$ cat config.mk
export PLATFORM = sky130hd
export DESIGN_NAME = memwb_arbiter
export DESIGN_NICKNAME = d
export VERILOG_FILES = /design/src/rtl/memwb_arbiter.sv
export SDC_FILE = /design/constraint.sdc
export NUM_CORES = 1
export LEC_CHECK = 0
export CORE_AREA = 2 2 110 112
export DETAILED_ROUTE_END_ITERATION = 7
export DIE_AREA = 0 0 112 114
export PLACE_DENSITY = 0.71
export SYNTH_ARGS = -nofsm -noshare
export SYNTH_HDL_FRONTEND = slang
export SYNTH_SLANG_ARGS = --single-unit
$ cat constraint.sdc
create_clock -name clk_i -period 2.93 [get_ports clk_i]
set_input_delay 0.879 -clock clk_i [delete_from_list [all_inputs] [get_ports clk_i]]
set_output_delay 0.879 -clock clk_i [all_outputs]
set_load 0.02 [all_outputs]
$ cat src/rtl/memwb_arbiter.sv
// Round-robin two-master arbiter for the pipelined Wishbone NOR memory bus; zero added data latency,
// ownership held for a whole cyc. Optional stuck-slave abort via MEMWB_ARB_TIMEOUT_EN.
`ifndef NORADDRBITS
`define NORADDRBITS 24
`endif
`ifndef NORDATABITS
`define NORDATABITS 32
`endif

module memwb_arbiter #(
  parameter int         ADDRBITS       = `NORADDRBITS,
  parameter int         DATABITS       = `NORDATABITS,
`ifdef MEMWB_ARB_TIMEOUT_EN
  parameter int         TIMEOUT_CYCLES = 1023,
`endif
  parameter logic [3:0] MAXOUT         = 4'd15
) (
  input  logic                clk_i,
  input  logic                reset_ni,
  input  logic                m0_cyc_i,
  input  logic                m0_stb_i,
  input  logic                m0_we_i,
  input  logic [ADDRBITS-1:0] m0_adr_i,
  input  logic [DATABITS-1:0] m0_dat_i,
  output logic                m0_ack_o,
  output logic                m0_err_o,
  output logic                m0_stall_o,
  output logic [DATABITS-1:0] m0_dat_o,
  input  logic                m1_cyc_i,
  input  logic                m1_stb_i,
  input  logic                m1_we_i,
  input  logic [ADDRBITS-1:0] m1_adr_i,
  input  logic [DATABITS-1:0] m1_dat_i,
  output logic                m1_ack_o,
  output logic                m1_err_o,
  output logic                m1_stall_o,
  output logic [DATABITS-1:0] m1_dat_o,
  output logic                s_cyc_o,
  output logic                s_stb_o,
  output logic                s_we_o,
  output logic [ADDRBITS-1:0] s_adr_o,
  output logic [DATABITS-1:0] s_dat_o,
  input  logic                s_ack_i,
  input  logic                s_err_i,
  input  logic                s_stall_i,
  input  logic [DATABITS-1:0] s_dat_i,
  output logic [1:0]          grant_o
);

  typedef enum logic [1:0] {IDLE = 2'd0, GNT0 = 2'd1, GNT1 = 2'd2} state_t;

  state_t     state_q, state_d;
  logic       last_q, last_d;
  logic [3:0] outcnt_q, outcnt_d;

  logic                granted, own, full, resp, accept, tmo_hit, gnt_change;
  logic                own_cyc, own_stb, own_we, oth_cyc;
  logic [ADDRBITS-1:0] own_adr;
  logic [DATABITS-1:0] own_dat;

  assign granted    = (state_q != IDLE);
  assign own        = (state_q == GNT1);
  assign own_cyc    = own ? m1_cyc_i : m0_cyc_i;
  assign own_stb    = own ? m1_stb_i : m0_stb_i;
  assign own_we     = own ? m1_we_i  : m0_we_i;
  assign own_adr    = own ? m1_adr_i : m0_adr_i;
  assign own_dat    = own ? m1_dat_i : m0_dat_i;
  assign oth_cyc    = own ? m0_cyc_i : m1_cyc_i;
  assign full       = (outcnt_q == MAXOUT);
  assign resp       = s_ack_i | s_err_i;
  assign gnt_change = (state_d != state_q);

  // Read data is broadcast; only the per-master ack qualifies it.
  assign m0_dat_o = s_dat_i;
  assign m1_dat_o = s_dat_i;
  assign grant_o  = {state_q == GNT1, state_q == GNT0};

  always_comb begin
    s_cyc_o    = 1'b0;
    s_stb_o    = 1'b0;
    s_we_o     = 1'b0;
    s_adr_o    = '0;
    s_dat_o    = '0;
    m0_stall_o = 1'b1;
    m1_stall_o = 1'b1;
    m0_ack_o   = 1'b0;
    m1_ack_o   = 1'b0;
    m0_err_o   = 1'b0;
    m1_err_o   = 1'b0;
    if (granted) begin
      if (!tmo_hit) begin
        s_cyc_o = own_cyc;
        s_stb_o = own_stb & own_cyc & ~full;
      end
      s_we_o  = own_we;
      s_adr_o = own_adr;
      s_dat_o = own_dat;
      if (own) begin
        m1_stall_o = s_stall_i | full;
        m1_ack_o   = s_ack_i;
        m1_err_o   = s_err_i | tmo_hit;
      end else begin
        m0_stall_o = s_stall_i | full;
        m0_ack_o   = s_ack_i;
        m0_err_o   = s_err_i | tmo_hit;
      end
    end
  end

  always_comb begin
    state_d = state_q;
    last_d  = last_q;
    case (state_q)
      IDLE: begin
        // On a tie the master that did not hold the bus last wins.
        if (m0_cyc_i && m1_cyc_i) state_d = last_q ? GNT0 : GNT1;
        else if (m0_cyc_i)        state_d = GNT0;
        else if (m1_cyc_i)        state_d = GNT1;
      end
      GNT0, GNT1: begin
        if (tmo_hit) begin
          state_d = IDLE;
          last_d  = own;
        end else if (!own_cyc) begin
          state_d = oth_cyc ? (own ? GNT0 : GNT1) : IDLE;
          last_d  = own;
        end
      end
      default: state_d = IDLE;
    endcase
  end

  assign accept = s_stb_o & ~s_stall_i;

  always_comb begin
    outcnt_d = outcnt_q;
    if (gnt_change) begin
      outcnt_d = '0;
    end else if (accept && !(granted && resp)) begin
      outcnt_d = outcnt_q + 4'd1;
    end else if (!accept && granted && resp && outcnt_q != 4'd0) begin
      outcnt_d = outcnt_q - 4'd1;
    end
  end

  always_ff @(posedge clk_i or negedge reset_ni) begin
    if (!reset_ni) begin
      state_q  <= IDLE;
      last_q   <= 1'b1;
      outcnt_q <= '0;
    end else begin
      state_q  <= state_d;
      last_q   <= last_d;
      outcnt_q <= outcnt_d;
    end
  end

`ifdef MEMWB_ARB_TIMEOUT_EN
  logic [9:0] tmo_q, tmo_d;

  // Fires on the cycle the count would reach TIMEOUT_CYCLES.
  assign tmo_hit = granted && (outcnt_q != 4'd0) && !resp &&
                   (tmo_q == 10'(TIMEOUT_CYCLES - 1));

  always_comb begin
    tmo_d = tmo_q;
    if (gnt_change || resp)                tmo_d = '0;
    else if (granted && outcnt_q != 4'd0)  tmo_d = tmo_q + 10'd1;
  end

  always_ff @(posedge clk_i or negedge reset_ni) begin
    if (!reset_ni) tmo_q <= '0;
    else           tmo_q <= tmo_d;
  end
`else
  assign tmo_hit = 1'b0;
`endif

endmodule

Word-level counts from Yosys, hierarchy flattened
Index checks and enable logic that the tools add are counted.

Multiplexer cells: 34. Equal/unequal tests: 4. Add/subtract/negate cells: 2. Reduce and logical (&&, ||, !) cells: 14. Bitwise logic cells: 8.

Operators by type and width (number): two-way mux 32 bit (2); two-way mux 24 bit (2); two-way mux 1 bit (19); two-way mux 2 bit (7); two-way mux 4 bit (3); logical AND 1 bit (6); adder 4 x 1 -> 4 bit, second input constant (1); == test 4 bit, second input constant (1); one-hot mux 2 bit (2 select lines) (1); nonzero test 4 bit (1); subtractor 4 x 1 -> 4 bit, second input constant (1); bitwise AND 1 bit (3); NOT 1 bit (3); nonzero test 3 bit (1); == test 2 x 1 -> 1 bit, second input constant (1); == test 2 bit, second input constant (1); zero test 1 bit (2); zero test 2 bit (1); inequality test 2 bit (1); bitwise OR 1 bit (2); AND reduction 2 bit (1); nonzero test 2 bit (1); OR reduction 2 bit (1).

Word-level logic and storage cells: 65. Flip-flop bits (word level): 7. Output and inout bits: 131. Input port bits: 155.

Longest topological paths before layout
Gate-level depths: netlist of run 1.

Word-level depth: 13. Mapped depth: 12. Depth with buffers taken out: 11.

Worst setup path after synthesis of run 1
OpenSTA, ideal clock, no wires.

Kind: input -> output. From: in m0_cyc_i. To: out s_stb_o. Setup slack: 0.180 ns. Arrival time: 1.871 ns. Data required time: 2.051 ns. Buffers on the path: 1. Cell stages on the path: 5. Cell sequence: buf_12 > mux2i_1 > nor2_1 > nand2_1 > a41oi_1.

Cells in the longest elaborated chain, start to end: 4.

RTL lines: start: declaration (RTL line 20) `input logic m0_cyc_i,`; two-way mux 1 bit (RTL line 63) `assign own_cyc = own ? m1_cyc_i : m0_cyc_i;`; bitwise AND 1 bit (2 in series) (RTL line 93) `s_stb_o = own_stb & own_cyc & ~full;`; two-way mux 1 bit (RTL line 90) `if (granted) begin`; end: declaration (RTL line 39) `output logic s_stb_o,`.

Every way passes these cells.

Final worst setup path of run 1
From: in m0_stb_i. To: reg outcnt_q[3].

Cells in the longest elaborated chain, start to end: 10. Elaborated cells on any way between the ends: 13. Those cells by class: mux (4); bitwise (3); reduce/logical (6).

RTL lines: start: declaration (RTL line 21) `input logic m0_stb_i,`; two-way mux 1 bit (*) (RTL line 64) `assign own_stb = own ? m1_stb_i : m0_stb_i;`; bitwise AND 1 bit (*) (2 in series) (RTL line 93); two-way mux 1 bit (*) (RTL line 90); bitwise AND 1 bit (*) (RTL line 133) `assign accept = s_stb_o & ~s_stall_i;`; zero test 1 bit (RTL line 141) `end else if (!accept && granted && resp && outcnt_q != 4'd0) begin`; logical AND 1 bit (3 in series) (RTL line 141); nonzero test 3 bit (no source line); end signal: assignment (RTL line 154) `outcnt_q <= outcnt_d;`; end: declaration (RTL line 54) `logic [3:0] outcnt_q, outcnt_d;`.

Mark *: on every way between the ends. The rest lies on a longest branch, timed or not. A chain may end at the register's enable or synchronous reset.

==> results of run 1 <==
## power groups by stage
stage / Sequential, uW / Combinational, uW / Clock (uW)
floorplan: 168 / 2080 / 0
global placement: 169 / 3510 / 0
detailed placement: 169 / 3570 / 0
CTS: 172 / 3410 / 236
global route: 181 / 3630 / 245
finish: 174 / 3390 / 231
## through the flow
stage / utilization, % / setup TNS (ps) / std cells / power, uW
after floorplan: - / 0 / 277 / 2250
after global placement: 32.5 / -6090 / 552 / 3680
after detailed placement: 32.5 / -7070 / 552 / 3730
after CTS: 33.6 / -44.2 / 559 / 3820
after global routing: 33.8 / -105 / 560 / 4060
final: 33.8 / -23.6 / 560 / 3800
## placed cells by master (no fill, tap or decap), drive strengths merged, types with 2 or more instances in the layout
cell type      count
nor3b              3
and2               3
clkdlybuf4s50    121
clkbuf             4
dlygate4sd2       63
o21a               2
nand3              3
dlymetal6s2s       2
nor3               4
mux2i             60
nor2              64
xnor2              2
nor4b              2
buf               25
ha                 7
inv                7
a21oi              4
a21o               2
dfrtp              6
a41oi              2
mux2               4
nand2              7
## worst max-delay path: stages
cell and delay [ps]:
clkdlybuf4s50_1 410, mux2_4 280, buf_4 140, and4_4 180, nand2_4 100, ha_4 210
a21oi_2 140, nand2_2 80, or3b_4 380, a21oi_2 170, nor4b_4 60
## state kept, by name, indices dropped and copies added, names as in the netlist
register / count
outcnt_q: 4
state_q: 2
last_q: 1
## final timing paths
check	start	to	slack, ps	depth (start not counted)
max	m0_stb_i	outcnt_q[3]$_DFFE_PN0P_	-20	11
min	state_q[0]$_DFF_PN0_	state_q[0]$_DFF_PN0_	600	2
max reg2reg	state_q[0]$_DFF_PN0_	outcnt_q[3]$_DFFE_PN0P_	140	12
min reg2reg	state_q[0]$_DFF_PN0_	state_q[0]$_DFF_PN0_	600	2
max in group asynchronous	reset_ni	last_q$_DFFE_PN1P_	1700	1
min in group asynchronous	reset_ni	state_q[0]$_DFF_PN0_	930	1
## layer usage
layer,part of all wire [%],up-vias
met5,0,-
li1,-,1138
met2,52,145
met1,38,1079
met4,0.75,0
met3,8.8,8
## cells by family (layout without fill, tap and decap cells)
kind of cell               count (synthesis)  in the layout
and+or+nand+nor                           93             93
AOI/OAI and AO/OA                         16             16
DFF                                        7              7
muxes                                     64             64
buffers and inverters                     87            223
xor gates and xnor gates                   2              2
adders and majority gates                  8              8
## final cells by class
type	count	area, sq um
inverter	7	26.3
fill	1240	7760
tap	147	184
clock buffer	4	78.8
sequential	7	178
timing repair buffer	212	2060
multi-input combinational	183	1420
## repair_timing
item | CTS | global route
setup buffers | 2 | 1
setup endpoints to repair | 65 | 5
gates resized for setup | 84 | 6
hold buffers | 0 | 0
gates cloned | 1 | 0
pin swaps | 1 | 3
==> results.yml, run 1 <==
run_status:
  status: "finished with violations"
  violations: "setup timing"
detailed_routing:
  drt_iter0_drc: 63
  vias_per_cell: 4.23
  wl_per_cell_microns: 15.0
  drtPass1Iterations: 4
  drtAntennaViolNets: 0
  wl_mm: 8.43
  drc: 0
  vias: 2370
critical_path:
  arrival_ps: 3050
  cp-end-kind: "flip-flop"
  critPathRequiredTime_ps: 3020
  cp-start-kind: "primary input"
  path_class: "in2reg"
  worstPathMaxFanout: 3
clocking:
  cts.path.max_buffers: 2
  insertion_delay_ps: 230
  path_clk_slew_ps: 40
  root_buffer: "clkbuf_16"
  htree_levels: 1
  cts_tree: "done"
  cts_buffers: 3
  cts.sinks: 7
sta:
  hold_viol: 0
  finClkSkew_ps: 1.45
  report.final.slew_viol_count: 0
  worst_slew_pin_slew_ps: 412
  period_share_pct: 101
  fmax_mhz: 339
  whs_ps: 600
  setup_viol: 1
  worst_slew_margin_rel_pct: 72.4
  fin_ws_ps: -23.6
  rsz0062_at_grt: "true"
  period_needed_ps: 2950
yosys:
  synth_cells: 277
  synth_edf_count: 0
  ys.flop_type: "dfrtp_1"
  syn_avg_cell_area_sq_um: 7.60
  synth_most_common_cell: "buf_4"
  synthTopCellsByArea: "mux2i_1, buf_4, nor2_1"
  netlist.top_cell.by_area: "mux2i_1"
  yosysSeqAreaShare_pct: 8.38
  synthAdderAreaFrac_pct: 5.11
  ys_async_sr_fraction_pct: 100
  synth_top_family_by_area: "multiplexers"
  synthTopCellsByCount: "buf_4, nor2_1, mux2i_1"
  synth_seq_cells: 7
  ys_types: 42
  yosysWarningCount: 0
  synth_top_area_share_pct: 28.1
  netlist_area_sq_mm: 0.00210
  muxShareOfSynthArea_pct: 31.2
  synth_xor_area_share_pct: 0.832
  synthSimpleGateAreaFrac_pct: 20.7
  synth_fp_nets: 440
  synth-compound-area-share_pct: 5.77
power_and_ir_drop:
  powerDensity_mw_per_mm2: 961
  p_comb_share_pct: 89.3
  seq_power_share_pct: 4.6
  netSwitchingFraction_pct: 51.3
  peakVddDrop_v: 0.000510
  internal_power_uw: 1850
  p_switching_uw: 1950
  leakagePower_uw: 0.00185
  power.share.clock_pct: 6.1
placed_design:
  post_dp_cell_area_sq_mm: 0.00381
  place.port_buffers: 189
  dpl.hpwl_mm: 7.06
  gp_congestion: 0.837
  place_ws_ps: -571
grt:
  grt.total_usage_pct: 11.9
  grt_overflow_total: 0
  grt_pass1_vias: 2363
  antenna_found_initial: 0
  grtUsageMet3_pct: 3.24
  grt_pass1_wl_mm: 12.4
  busiest_layer: "met2"
  grt_max_degree: 40
  grt_use_met2_pct: 22.5
  use_met1_pct: 13.8
cells_and_area:
  design_area_sq_mm: 0.00395
  nets: 577
  area_growth_pct: 87.8
  drive_gt1_share_pct: 12.8
  n_antenna_cell: 0
job:
  cap_violations: 0
floorplan:
  core_sq_mm: 0.0117
  fp.dieArea_sq_mm: 0.0128
  fp.dieH_microns: 114
  dieWidth_microns: 112
  start_util_pct: 18.0
  row_count: 40
  io_pins: 286
worst_hold_path:
  holdCritPathClass: "reg2reg"
Power figures use the tool's default switching activity.
==> inputs of run 2 (changes only) <==
--- a/config.mk
+++ b/config.mk
@@ -12,3 +12,4 @@
 export SYNTH_ARGS = -nofsm -noshare
 export SYNTH_HDL_FRONTEND = slang
 export SYNTH_SLANG_ARGS = --single-unit
+export TNS_END_PERCENT = 100
==> results of run 2 <==
No change in the layout: final DEF, timing and power equal those of run 1.
